<file path="src/rtl/rx_slot_pkg.sv">
// Shared types for the rx slot manager: slot/FSM state encodings and the rx descriptor layout.
// Descriptor field widths follow the default SLOT_W/LEN_W of rx_slot_manager.
package rx_slot_pkg;

  localparam int RX_SLOT_W   = 2;
  localparam int RX_LEN_W    = 11;
  localparam int ERR_W       = 6;
  localparam int LEN_OVF_BIT = 5;

  typedef enum logic [1:0] {
    FREE    = 2'd0,
    FILLING = 2'd1,
    READY   = 2'd2,
    OWNED   = 2'd3
  } slot_state_e;

  typedef enum logic {
    IDLE = 1'b0,
    FILL = 1'b1
  } wr_fsm_e;

  typedef struct packed {
    logic [RX_SLOT_W-1:0] slot;
    logic [RX_LEN_W-1:0]  len;
    logic [ERR_W-1:0]     err;
  } rx_desc_t;

endpackage

</file>
<file path="src/rtl/rx_desc_fifo.sv">
// Purpose: synchronous first-word-fall-through FIFO of rx descriptors with full/empty/count.
// Latency: a pushed entry is visible on out_dat the cycle after the push.
// Backpressure: pushes while full and pops while empty are ignored; push and pop may coincide.
module rx_desc_fifo
  import rx_slot_pkg::*;
#(
  parameter int DEPTH_W = 2
) (
  input  logic             clk,
  input  logic             rst,
  input  logic             in_vld,
  input  rx_desc_t         in_dat,
  input  logic             out_rdy,
  output rx_desc_t         out_dat,
  output logic             full,
  output logic             empty,
  output logic [DEPTH_W:0] count
);

  localparam int DEPTH = 1 << DEPTH_W;
  localparam logic [DEPTH_W:0] DEPTH_L = (DEPTH_W+1)'(DEPTH);

  rx_desc_t             mem [DEPTH];
  logic [DEPTH_W-1:0]   wr_ptr;
  logic [DEPTH_W-1:0]   rd_ptr;
  logic                 do_push;
  logic                 do_pop;

  assign full    = (count == DEPTH_L);
  assign empty   = (count == '0);
  assign do_push = in_vld && !full;
  assign do_pop  = out_rdy && !empty;
  assign out_dat = mem[rd_ptr];

  // Storage carries no reset; entries are only read while count says they are valid.
  always_ff @(posedge clk) begin
    if (do_push) begin
      mem[wr_ptr] <= in_dat;
    end
  end

  always_ff @(posedge clk) begin
    if (rst) begin
      wr_ptr <= '0;
      rd_ptr <= '0;
      count  <= '0;
    end else begin
      if (do_push) begin
        wr_ptr <= wr_ptr + DEPTH_W'(1);
      end
      if (do_pop) begin
        rd_ptr <= rd_ptr + DEPTH_W'(1);
      end
      case ({do_push, do_pop})
        2'b10:   count <= count + (DEPTH_W+1)'(1);
        2'b01:   count <= count - (DEPTH_W+1)'(1);
        default: count <= count;
      endcase
    end
  end

endmodule

</file>
<file path="src/rtl/rx_slot_manager.sv">
// Purpose: ring-allocates packet RAM slots to the rx writer, queues descriptors, tracks ownership until release.
// Latency: wr_grant 1 cycle after wr_req when the ring slot is FREE; descriptor visible the cycle after wr_done.
// Backpressure: a busy ring slot stalls grants; descriptors wait until desc_ready. RX_SLOT_DROP_ERR_EN drops errored frames.
module rx_slot_manager
  import rx_slot_pkg::*;
#(
  parameter int ADDR_W   = 10,
  parameter int SLOT_W   = RX_SLOT_W,
  parameter int LEN_W    = RX_LEN_W,
  parameter int AFULL_TH = 1
) (
  input  logic              clk_original,
  input  logic              rst,
  input  logic              wr_req,
  output logic              wr_grant,
  output logic [ADDR_W-1:0] wr_base,
  input  logic              wr_done,
  input  logic [LEN_W-1:0]  wr_len,
  input  logic [4:0]        wr_err,
  output logic              desc_valid,
  input  logic              desc_ready,
  output logic [SLOT_W-1:0] desc_slot,
  output logic [LEN_W-1:0]  desc_len,
  output logic [ERR_W-1:0]  desc_err,
  input  logic              rel_valid,
  input  logic [SLOT_W-1:0] rel_slot,
  output logic              rel_err,
  output logic [SLOT_W:0]   free_count,
  output logic              rx_afull
`ifdef RX_SLOT_DROP_ERR_EN
  ,
  output logic [15:0]       drop_cnt
`endif
);

  localparam int NUM_SLOTS  = 1 << SLOT_W;
  localparam int SLOT_WORDS = 1 << (ADDR_W - SLOT_W);
  localparam logic [LEN_W-1:0] MAX_LEN   = LEN_W'(SLOT_WORDS * 4);
  localparam logic [SLOT_W:0]  ALL_FREE  = (SLOT_W+1)'(NUM_SLOTS);
  localparam logic [SLOT_W:0]  AFULL_LIM = (SLOT_W+1)'(AFULL_TH);

  slot_state_e       st_q [NUM_SLOTS];
  slot_state_e       st_d [NUM_SLOTS];
  wr_fsm_e           fsm_q;
  logic [SLOT_W-1:0] alloc_ptr;
  logic [SLOT_W:0]   free_d;

  logic              grant_go;
  logic              done_go;
  logic              drop_go;
  logic              push_go;
  logic              pop_go;
  logic              rel_ok;
  logic              rel_bad;
  logic              len_ovf;

  rx_desc_t          push_dat;
  rx_desc_t          head_dat;
  logic              fifo_full;
  logic              fifo_empty;
  logic [SLOT_W:0]   fifo_cnt;

  assign len_ovf  = (wr_len > MAX_LEN);
  // Strict ring order: only the slot under alloc_ptr is ever considered.
  assign grant_go = (fsm_q == IDLE) && wr_req && (st_q[alloc_ptr] == FREE);
  assign done_go  = (fsm_q == FILL) && wr_done;

`ifdef RX_SLOT_DROP_ERR_EN
  assign drop_go  = done_go && (len_ovf || (wr_err != 5'd0));
`else
  assign drop_go  = 1'b0;
`endif

  assign push_go  = done_go && !drop_go && !fifo_full;
  assign pop_go   = desc_ready && !fifo_empty;
  assign rel_ok   = rel_valid && (st_q[rel_slot] == OWNED);
  assign rel_bad  = rel_valid && (st_q[rel_slot] != OWNED);

  always_comb begin
    push_dat      = '0;
    push_dat.slot = alloc_ptr;
    push_dat.len  = len_ovf ? MAX_LEN : wr_len;
    push_dat.err  = {len_ovf, wr_err};
  end

  // Each event targets a slot in a distinct state, so the updates never collide.
  always_comb begin
    for (int i = 0; i < NUM_SLOTS; i++) begin
      st_d[i] = st_q[i];
    end
    if (grant_go) begin
      st_d[alloc_ptr] = FILLING;
    end
    if (done_go) begin
      st_d[alloc_ptr] = drop_go ? FREE : READY;
    end
    if (pop_go) begin
      st_d[head_dat.slot] = OWNED;
    end
    if (rel_ok) begin
      st_d[rel_slot] = FREE;
    end
    free_d = '0;
    for (int i = 0; i < NUM_SLOTS; i++) begin
      if (st_d[i] == FREE) begin
        free_d = free_d + (SLOT_W+1)'(1);
      end
    end
  end

  always_ff @(posedge clk_original) begin
    if (rst) begin
      for (int i = 0; i < NUM_SLOTS; i++) begin
        st_q[i] <= FREE;
      end
      fsm_q      <= IDLE;
      alloc_ptr  <= '0;
      wr_grant   <= 1'b0;
      wr_base    <= '0;
      rel_err    <= 1'b0;
      free_count <= ALL_FREE;
      rx_afull   <= (ALL_FREE <= AFULL_LIM);
    end else begin
      for (int i = 0; i < NUM_SLOTS; i++) begin
        st_q[i] <= st_d[i];
      end
      wr_grant   <= grant_go;
      rel_err    <= rel_bad;
      free_count <= free_d;
      rx_afull   <= (free_d <= AFULL_LIM);
      if (grant_go) begin
        fsm_q   <= FILL;
        wr_base <= {alloc_ptr, {(ADDR_W-SLOT_W){1'b0}}};
      end else if (done_go) begin
        fsm_q     <= IDLE;
        alloc_ptr <= alloc_ptr + SLOT_W'(1);
      end
    end
  end

`ifdef RX_SLOT_DROP_ERR_EN
  always_ff @(posedge clk_original) begin
    if (rst) begin
      drop_cnt <= 16'd0;
    end else if (drop_go && (drop_cnt != 16'hFFFF)) begin
      drop_cnt <= drop_cnt + 16'd1;
    end
  end
`endif

  rx_desc_fifo #(
    .DEPTH_W (SLOT_W)
  ) u_desc_fifo (
    .clk     (clk_original),
    .rst     (rst),
    .in_vld  (push_go),
    .in_dat  (push_dat),
    .out_rdy (pop_go),
    .out_dat (head_dat),
    .full    (fifo_full),
    .empty   (fifo_empty),
    .count   (fifo_cnt)
  );

  assign desc_valid = (fifo_cnt != '0);
  assign desc_slot  = head_dat.slot;
  assign desc_len   = head_dat.len;
  assign desc_err   = head_dat.err;

endmodule
</file>
<file path="config.mk">
export PLATFORM = sky130hd
export DESIGN_NAME = rx_slot_manager
export DESIGN_NICKNAME = d
export VERILOG_FILES = /design/src/rtl/rx_slot_pkg.sv /design/src/rtl/rx_desc_fifo.sv /design/src/rtl/rx_slot_manager.sv
export SDC_FILE = /design/constraint.sdc
export NUM_CORES = 1
export LEC_CHECK = 0
export ABC_AREA = 1
export ABC_CLOCK_PERIOD_IN_PS = 6100
export CAP_MARGIN = 0
export CORE_AREA = 2 2 142 144
export CTS_BUF_LIST = sky130_fd_sc_hd__clkbuf_8
export CTS_CLUSTER_SIZE = 10
export DETAILED_ROUTE_END_ITERATION = 12
export DIE_AREA = 0 0 144 146
export SYNTH_ARGS = -nofsm -noshare
export SYNTH_HDL_FRONTEND = slang
export SYNTH_HIERARCHICAL = 1
export SYNTH_SLANG_ARGS = --single-unit
</file>
<file path="constraint.sdc">
create_clock -name clk_original -period 6.1 [get_ports clk_original]
set_input_delay 1.22 -clock clk_original [delete_from_list [all_inputs] [get_ports clk_original]]
set_output_delay 1.22 -clock clk_original [all_outputs]
set_load 0.03 [all_outputs]
</file>
==> impl_results.md, run 1 <==
- Setup Buffers After CTS: 0
- R2R cell count: 20
- Die X-Extent: 144 µm
- Final WL: 10200 µm
- Hold Startpoint: wr_base[9]$_SDFFE_PP0N_
- Final Wtd Congestion: 0.858
- Setup WS pre-CTS: 2.21 ns
- Slack of the worst reg-to-reg path: 2.45 ns
- Worst setup margin: 2.05 ns
- Number of buffers added on ports: 51
- Final ANT Viol Nets: 0
- Most common cell after layout, fill and taps aside: nor2_1
- Detailed-route DRC error count: 0
- Chip height: 146 µm
- Ports: 60
- Clock Skew: 0.0191 ns
- GRT overflow: 0
- Gr usage total: 9.87%
- Fmax: 0.247 GHz
- Syn_area_per_cell: 9.89 µm²
- TritonCTS Buffers: 9
- Clk slew on worst S/H paths: 0.12 ns
- Vias: 3385
- Synth unique cells: 34
- Vias in the first global route: 3128
- Critical path peak fanout: 39
- Commonest non-fill, non-tap cells in the layout: 80 x nor2_1, 76 x edfxtp_1, 64 x nand2_1
- Mapped Cells: 485
- Core footprint: 19300 µm²
- Ant diodes: 0
- Slew headroom: 45.8%
- Final core utilization: 29.8%
- Detailed placer's ending HPWL: 6710 µm
- Number of max-cap violations: 0
- CTS Sinks: 106
- Crit path time final: 4.05 ns
- Design area: 5750 µm²
- CTS HTree Levels: 3
- Worst min-delay path category: reg -> reg
- Avg WL per Cell: 12.6 µm
- Mapped Area: 4800 µm²
- Filler cell count: 2031
- Clock Latency Late Sink: 0.38 ns
- Nets@finish: 573
- CTS tree: built
- Fin. Hold Viols: 0
- RSZ-0062 raised after global routing: false
- Gates resized, CTS repair: 0
- FF-to-FF End: free_count[1]$_SDFF_PP0_
- Most used DFF post-synth: edfxtp_1
- DR vias/cell: 4.19
- DR pass1 iterations: 4
- Die ar.: 21000 µm²
- Rows: 51
- Initial core utilization: 24.8%
- Arrival time worst endpoint: 2.83 ns
- Final setup fails: 0
- Number of flops mapped to enable cells by yosys: 76
- Layout cells sized above 1: 7.93%
- First-pass GRT wire length: 16000 µm
- Status: finished clean
- Crit path kind: reg -> out
- DP Area: 5530 µm²
- Count of state elements after synthesis: 106
- Post-synth ARST share: 0%
- Area growth from synthesis to layout: 19.9%
- Antenna violations before repair: 0
- CP endpoint kind: primary output
- DR iter-0 viols: 154
- Clock root cell: clkbuf_8
- Cts hold-fix bufs: 0
- Setup TNS: 0 ns
- Actual slew at the worst max-slew pin: 0.811 ns
- Largest net degree at the start of global routing: 40
- Crit path required time: 4.88 ns
- Seq/Total Area, Yosys: 60.1%
- Max Buffers Root-to-Sink: 2
- Slew Viols, Final: 0
- Crit path to: desc_slot[1]
- Peak supply drop: 245 µV
- Crit share post-route: 66.5%
- Worst Setup Start Kind: flip-flop
- Static Leak: 2.21 nW
- Synth warnings: 6
- PD cells: 316 nW/µm²
[through the flow]
stage                     power [mW]  hold WS [ns]  cells
after global routing            1.94         0.490    807
final                           1.82         0.460    807
after global placement          1.37         0.455    791
after detailed placement        1.36         0.444    791
after CTS                       1.84         0.461    807
after floorplan                 1.22         0.448    492
[sequential cells by signal (all words and copies together) (netlist names), named ones only]
signal	count
u_desc_fifo/rd_ptr	2
rel_err	1
st_q	8
alloc_ptr	2
wr_base	2
u_desc_fifo/mem	76
u_desc_fifo/wr_ptr	2
free_count	3
fsm_q	1
wr_grant	1
rx_afull	1
u_desc_fifo/count	3
[power by group]
part / internal [mW] / switching (mW) / leakage, nW
clock: 0.206 / 0.269 / 0.115
sequential: 0.822 / 0.0272 / 0.939
combinational: 0.182 / 0.313 / 1.16
[synth_stat cells (3+ instances only)]
library cell | n | area share [%]
a21oi_1 | 15 | 1.6
a22oi_1 | 3 | 0.47
buf_4 | 10 | 1.6
buf_6 | 6 | 1.4
clkbuf_1 | 3 | 0.23
dfxtp_1 | 30 | 13
edfxtp_1 | 76 | 48
ha_1 | 11 | 2.9
inv_1 | 60 | 4.7
inv_2 | 4 | 0.31
nand2_1 | 64 | 5.0
nand2_2 | 3 | 0.39
nand3_1 | 18 | 1.9
nand3_2 | 3 | 0.63
nand3b_1 | 3 | 0.47
nand4_1 | 8 | 1.0
nor2_1 | 80 | 6.3
nor2_2 | 6 | 0.78
nor3_1 | 3 | 0.31
o21ai_0 | 43 | 4.5
o21ai_2 | 5 | 0.91
o22ai_1 | 19 | 2.5
[critical path, stage by stage, from the launching register on]
cell             delay (ns)
dfxtp_1                0.32
buf_4                  0.25
inv_2                  0.55
o21ai_0                0.17
o22ai_1                0.37
clkdlybuf4s50_1        0.78
[layout make-up]
class	instances	area (µm²)	area share, %
multi-input cells	300	1520	26.5
repair buffers	56	548	9.52
inverters	64	240	4.17
flip-flops and latches	106	2880	50.1
clock inverters	7	105	1.83
well taps	265	332	5.76
clock buffers	9	124	2.15
[kinds of logic (layout without fill, tap and decap cells)]
kind of cell / after synthesis / count (layout) / share of synthesized area [%]
AO/OA/AOI/OAI: 87 / 87 / 10.2
flip-flops: 106 / 106 / 60.1
buffers and inverters: 86 / 136 / 8.73
other: 1 / 8 / 0.0782
adder cells (fa/ha/maj): 12 / 12 / 3.29
AND/OR/NAND/NOR: 193 / 193 / 17.7
[how the worst min path moves through the flow]
| stage | end | cells past startpoint |
|---|---|---|
| floorplan | flip-flop | 2 |
| finish | wr_base[9]$_SDFFE_PP0N_ | 2 |
| detailed placement | wr_base[9]$_SDFFE_PP0N_ | 2 |
| global route | wr_base[9]$_SDFFE_PP0N_ | 2 |
| global placement | wr_base[9]$_SDFFE_PP0N_ | 2 |
| CTS | wr_base[9]$_SDFFE_PP0N_ | 2 |
[layer usage]
metal / track usage [%] / vias up / wire length, µm
li1: - / 1710 / -
met1: 13.3 / 1583 / 4960
met2: 15.3 / 83 / 4540
met3: 2.90 / 9 / 548
met4: 2.89 / 0 / 114
met5: 0 / - / 0
No activity file was read; power rests on OpenSTA's default activity.
==> inputs of run 2 (changes only) <==
ABC_CLOCK_PERIOD_IN_PS = 3850   (was 6100)
clock period = 3.85 ns   (was 6.1 ns; I/O delays follow)
==> run 2 against run 1 <==
  * Power up 55%
  * Global-route usage down 0.096 points
  * Setup slack worse by 1.5 ns
  * Clock skew about the same
  * Core utilization up 0.15 points
  * Non-clock buffer count up 4
  * Critical endpoint is now desc_len[5]
==> impl_results.md, run 2 (synthesized netlist as in run 1, its figures left out) <==
- Clk slew on worst S/H paths: 0.11 ns (was 0.12 ns)
- PD cells: 488 nW/µm² (was 316 nW/µm²)
- Final cell count without fillers: 811 (was 807)
- DP Area: 5570 µm² (was 5530 µm²)
- Clock Skew: 0.0196 ns (was 0.0191 ns)
- Hold Startpoint: wr_base[9]$_SDFFE_PP0N_ (unchanged)
- Avg WL per Cell: 12.4 µm (was 12.6 µm)
- Die ar.: 21000 µm² (unchanged)
- Fmax: 0.307 GHz
- Chip height: 146 µm (unchanged)
- Critical path peak fanout: 30 (was 39)
- Final ANT Viol Nets: 0 (unchanged)
- CTS HTree Levels: 3 (unchanged)
- R2R cell count: 19 (was 20)
- Cts hold-fix bufs: 0 (unchanged)
- Layout cells sized above 1: 8.61% (was 7.93%)
- Final hold slack: 0.463 ns (was 0.460 ns)
- Setup Buffers After CTS: 0 (unchanged)
- Fin. Hold Viols: 0 (unchanged)
- GRT overflow: 0 (unchanged)
- Clock Latency Late Sink: 0.39 ns (was 0.38 ns)
- Number of max-cap violations: 0 (unchanged)
- Rows: 51 (unchanged)
- Clock root cell: clkbuf_8 (unchanged)
- Crit share post-route: 84.7%
- Actual slew at the worst max-slew pin: 0.805 ns (was 0.811 ns)
- FF-to-FF End: free_count[1]$_SDFF_PP0_ (unchanged)
- CTS tree: built (unchanged)
- DR pass1 iterations: 4 (unchanged)
- Largest regs: u_desc_fifo/mem: 76 flops, st_q: 8 flops (unchanged)
- Antenna violations before repair: 0 (unchanged)
- Hold Crit Endpoint: wr_base[9]$_SDFFE_PP0N_ (unchanged)
- Worst min-delay path category: reg -> reg (unchanged)
- Ant diodes: 0 (unchanged)
- Arrival time worst endpoint: 2.49 ns (was 2.83 ns)
- Max Buffers Root-to-Sink: 2 (unchanged)
- Crit path kind: reg -> out (unchanged)
- Top reg by flops: u_desc_fifo/mem (unchanged)
- First-pass GRT wire length: 15600 µm (was 16000 µm)
- Filler cell count: 2030 (was 2031)
- TritonCTS Buffers: 9 (unchanged)
- Final setup fails: 0 (unchanged)
- Largest net degree at the start of global routing: 31 (was 40)
- Peak supply drop: 294 µV (was 245 µV)
- Number of buffers added on ports: 51 (unchanged)
- Nets@finish: 577 (was 573)
- Area growth from synthesis to layout: 20.5% (was 19.9%)
- Final Wtd Congestion: 0.804 (was 0.858)
- Vias: 3378 (was 3385)
- Gr usage total: 9.77% (was 9.87%)
- Max reg flops: 76 (unchanged)
- Crit path time final: 3.26 ns
- RSZ-0062 raised after global routing: false (unchanged)
- DR vias/cell: 4.17 (was 4.19)
- Slew Viols, Final: 0 (unchanged)
- Die X-Extent: 144 µm (unchanged)
- Core footprint: 19300 µm² (unchanged)
- CTS Sinks: 106 (unchanged)
- Gates resized, CTS repair: 0 (unchanged)
- Setup WS pre-CTS: 0.435 ns (was 2.21 ns)
- Pwr Total: 2.82 mW (was 1.82 mW)
- Status: finished clean (unchanged)
- Final core utilization: 29.9% (was 29.8%)
- Design area: 5780 µm² (was 5750 µm²)
- Detailed placer's ending HPWL: 6750 µm (was 6710 µm)
- Crit path required time: 3.08 ns (was 4.88 ns)
- Slack of the worst reg-to-reg path: 0.84 ns (was 2.45 ns)
- Worst Setup Start Kind: flip-flop (unchanged)
- Initial core utilization: 24.8% (unchanged)
- Worst setup margin: 0.588 ns (was 2.05 ns)
- Cells on Worst Hold Path: 2 (unchanged)
- Placed Cells: 795 (was 791)
- Commonest non-fill, non-tap cells in the layout: 80 x nor2_1, 76 x edfxtp_1, 64 x nand2_1 (unchanged)
- Vias in the first global route: 3060 (was 3128)
- Static Leak: 2.23 nW (was 2.21 nW)
- Detailed-route DRC error count: 0 (unchanged)
- Most common cell after layout, fill and taps aside: nor2_1 (unchanged)
- CP endpoint kind: primary output (unchanged)
- Final WL: 10100 µm (was 10200 µm)
- Slew headroom: 46.2% (was 45.8%)
- DR iter-0 viols: 242 (was 154)
- Setup TNS: 0 ns (unchanged)
- Ports: 60 (unchanged)
run 2: cell types whose count changed in the layout (fill, tap and decap cells not counted), sizes merged:
| cell | change |
|---|---|
| buf | +4 |
| inv | -1 |
| clkinv | +2 |
| bufinv | -1 |
run 2: power by group:
group / leakage [nW] / switching [mW] / total, mW / internal, mW
clock: 0.105 / 0.424 / 0.686 / 0.262
sequential: 0.939 / 0.0407 / 1.34 / 1.30
combinational: 1.18 / 0.499 / 0.795 / 0.295
total: 2.23 / 0.964 / 2.82 / 1.86
run 2: worst max-delay path by stage:
stage               slack [ns]                  endpoint  depth (start not counted)
floorplan                 0.74  free_count[1]$_SDFF_PP0_                         21
global placement          0.46  free_count[1]$_SDFF_PP0_                         19
detailed placement        0.44  free_count[1]$_SDFF_PP0_                         19
CTS                       0.50               desc_len[5]                          6
global route              0.40               desc_len[3]                          6
finish                    0.59               desc_len[5]                          6
run 2: layout make-up:
cell class,count,area (µm²),area share (%)
Clock inverter,7,91.3,1.58
Multi-Input combinational cell,300,1520,26.3
Tap cell,265,332,5.73
Sequential cell,106,2880,49.8
Timing Repair Buffer,60,591,10.2
Inverter,64,240,4.15
Clock buffer,9,124,2.14
run 2: critical path, stage by stage (launching register included):
cell and delay (ns):
dfxtp_1 0.33, buf_4 0.20, inv_2 0.16, buf_4 0.36
o21ai_0 0.13, o22ai_1 0.21, clkdlybuf4s50_1 0.72
run 2: layer usage:
metal / up-vias / track usage [%] / share of wire, %
li1: 1729 / - / -
met1: 1543 / 12.7 / 46
met3: 9 / 3.22 / 6.5
met4: 0 / 3.33 / 1.3
met2: 97 / 15.2 / 46
met5: - / 0 / 0
==> inputs of run 3 (changes only) <==
ABC_CLOCK_PERIOD_IN_PS = 3250   (was 3850)
clock period = 3.25 ns   (was 3.85 ns; I/O delays follow)
==> run 3 against run 2 <==
  * Cell count increased by 1.1%
  * Hold slack got worse by 0.0037 ns
  * Non-clock buffer count up 9
  * Sequential power up 19%
  * Clock power grew 19%
  * Sequential cell count stayed put
  * Global-route usage grew 0.21 points
  * Design area is 0.82% higher
  * Combinational power up 21%
  * Core utilization grew 0.25 points
==> impl_results.md, run 3 (synthesized netlist as in run 1, its figures left out) <==
- Die X-Extent: 144 µm (unchanged)
- Number of buffers added on ports: 51 (unchanged)
- Fmax: 0.338 GHz
- Initial core utilization: 24.8% (unchanged)
- Setup TNS: 0 ns (unchanged)
- Core footprint: 19300 µm² (unchanged)
- CTS HTree Levels: 3 (unchanged)
- Final Wtd Congestion: 0.792 (was 0.804)
- Clock Skew: 0.0109 ns (was 0.0196 ns)
- Critical path peak fanout: 34 (was 30)
- DR iter-0 viols: 111 (was 242)
- Fin. Hold Viols: 0 (unchanged)
- Nets@finish: 586 (was 577)
- Detailed-route DRC error count: 0 (unchanged)
- Gr busiest metal: met2 (unchanged)
- Antenna violations before repair: 0 (unchanged)
- Peak supply drop: 377 µV (was 294 µV)
- Final ANT Viol Nets: 0 (unchanged)
- Largest regs: u_desc_fifo/mem: 76 flops, st_q: 8 flops (unchanged)
- CTS tree: built (unchanged)
- Slew Viols, Final: 0 (unchanged)
- Max reg flops: 76 (unchanged)
- CP endpoint kind: primary output (unchanged)
- Chip height: 146 µm (unchanged)
- Cells on Worst Hold Path: 2 (unchanged)
- CP Cell Sequence: buf_4, o21ai_0, o22ai_1, clkdlybuf4s50_1 (was buf_4, inv_2, buf_4, o21ai_0, o22ai_1, clkdlybuf4s50_1)
- Clk slew on worst S/H paths: 0.11 ns (about the same)
- Crit path time final: 2.96 ns
- PD cells: 578 nW/µm² (was 488 nW/µm²)
- Static Leak: 2.27 nW (was 2.23 nW)
- Top reg by flops: u_desc_fifo/mem (unchanged)
- Arrival time worst endpoint: 2.31 ns (was 2.49 ns)
- Cts hold-fix bufs: 0 (unchanged)
- Gates resized, CTS repair: 0 (unchanged)
- Die ar.: 21000 µm² (unchanged)
- Number of max-cap violations: 0 (unchanged)
- Area growth from synthesis to layout: 21.5% (was 20.5%)
- Max Buffers Root-to-Sink: 2 (unchanged)
- Met2 Use GR: 15.1% (was 15.2%)
- Crit path required time: 2.60 ns (was 3.08 ns)
- Final setup fails: 0 (unchanged)
- Vias: 3395 (was 3378)
- CP max-delay cell: clkdlybuf4s50_1 (unchanged)
- GRT met1 Usage: 13.5% (was 12.7%)
- Multi-input gate area: 1520 µm² (unchanged)
- Worst Setup Start Kind: flip-flop (unchanged)
- Status: finished clean (unchanged)
- Hold Startpoint: wr_base[9]$_SDFFE_PP0N_ (unchanged)
- Final WL: 10100 µm (about the same)
- Largest net degree at the start of global routing: 35 (was 31)
- Clock root cell: clkbuf_8 (unchanged)
- Layout cells sized above 1: 10.8% (was 8.61%)
- Slew headroom: 59.2% (was 46.2%)
- Setup Buffers After CTS: 0 (unchanged)
- GRT overflow: 0 (unchanged)
- FF-to-FF End: free_count[1]$_SDFF_PP0_ (unchanged)
- Hold Crit Endpoint: wr_base[9]$_SDFFE_PP0N_ (unchanged)
- Reg area: 2880 µm² (unchanged)
- Final hold slack: 0.460 ns (was 0.463 ns)
- Actual slew at the worst max-slew pin: 0.611 ns (was 0.805 ns)
- Rows: 51 (unchanged)
- Ant diodes: 0 (unchanged)
- Placed Cells: 804 (was 795)
- Detailed placer's ending HPWL: 6930 µm (was 6750 µm)
- Crit path kind: reg -> out (unchanged)
- DR vias/cell: 4.14 (was 4.17)
- TritonCTS Buffers: 9 (unchanged)
- R2R cell count: 18 (was 19)
- Worst min-delay path category: reg -> reg (unchanged)
- Commonest non-fill, non-tap cells in the layout: 80 x nor2_1, 76 x edfxtp_1, 64 x nand2_1 (unchanged)
- RSZ-0062 raised after global routing: false (unchanged)
- Crit share post-route: 91.0%
- First-pass GRT wire length: 16100 µm (was 15600 µm)
- Slack of the worst reg-to-reg path: 0.41 ns (was 0.84 ns)
- Filler cell count: 2038 (was 2030)
- Avg WL per Cell: 12.3 µm (was 12.4 µm)
- Met3 usage in global routing: 3.09% (was 3.22%)
- DR pass1 iterations: 4 (unchanged)
- Most common cell after layout, fill and taps aside: nor2_1 (unchanged)
- Gr usage total: 9.99% (was 9.77%)
- Largest stage delay, worst path: 0.72 ns (about the same)
- CTS Sinks: 106 (unchanged)
- Final cell count without fillers: 820 (was 811)
- Clock Latency Late Sink: 0.39 ns (about the same)
- Vias in the first global route: 3114 (was 3060)
- Ports: 60 (unchanged)
run 3: cell count changes in the layout (fill, tap and decap cells not counted), sizes merged:
cell and delta:
buf +13, clkdlybuf4s50 -4
run 3: how the worst max path moves through the flow:
stage | depth (start not counted) | slack (ns) | end | startpoint
final | 4 | 0.29 | desc_len[4] | flip-flop
after global routing | 18 | 0.02 | free_count[1]$_SDFF_PP0_ | flip-flop
after CTS | 4 | 0.23 | desc_len[3] | flip-flop
after detailed placement | 18 | 0.02 | free_count[1]$_SDFF_PP0_ | desc_ready
after global placement | 18 | 0.05 | free_count[1]$_SDFF_PP0_ | desc_ready
after floorplan | 21 | 0.14 | free_count[1]$_SDFF_PP0_ | flip-flop
run 3: power breakdown:
group	total, mW	internal [mW]	switching (mW)
clock	0.819	0.313	0.505
combinational	0.965	0.365	0.600
sequential	1.59	1.54	0.0462
total	3.37	2.22	1.15
run 3: cell type report:
cell class / count / area share, %
sequential: 106 / 49.4
clock inverter: 7 / 1.61
inverter: 64 / 4.12
clock buffer: 9 / 2.12
timing repair buffer: 69 / 10.9
tap: 265 / 5.69
multi-input combinational: 300 / 26.1
run 3: metrics by stage:
stage,total power [mW],util [%],instance area (µm²),setup slack (ns)
2_1_floorplan,2.29,-,4820,0.138
3_3_place_gp,2.59,29.0,5610,0.0500
3_5_place_dp,2.59,29.0,5610,0.0196
4_1_cts,3.42,30.2,5830,0.228
5_1_grt,3.61,30.2,5830,0.0235
6_report,3.37,30.2,5830,0.293
run 3: layer usage:
layer  vias to the layer above  part of all wire [%]
met5                         -                     0
met4                         0                   1.4
li1                       1744                     -
met2                        67                    45
met3                         9                   5.2
met1                      1575                    49
run 3: worst max-delay path: cells and delay by family, from the launching register on:
kind | cells | cell delay, ns
buf+inv | 2 | 1.10
flops | 1 | 0.44
compound gates | 2 | 0.37
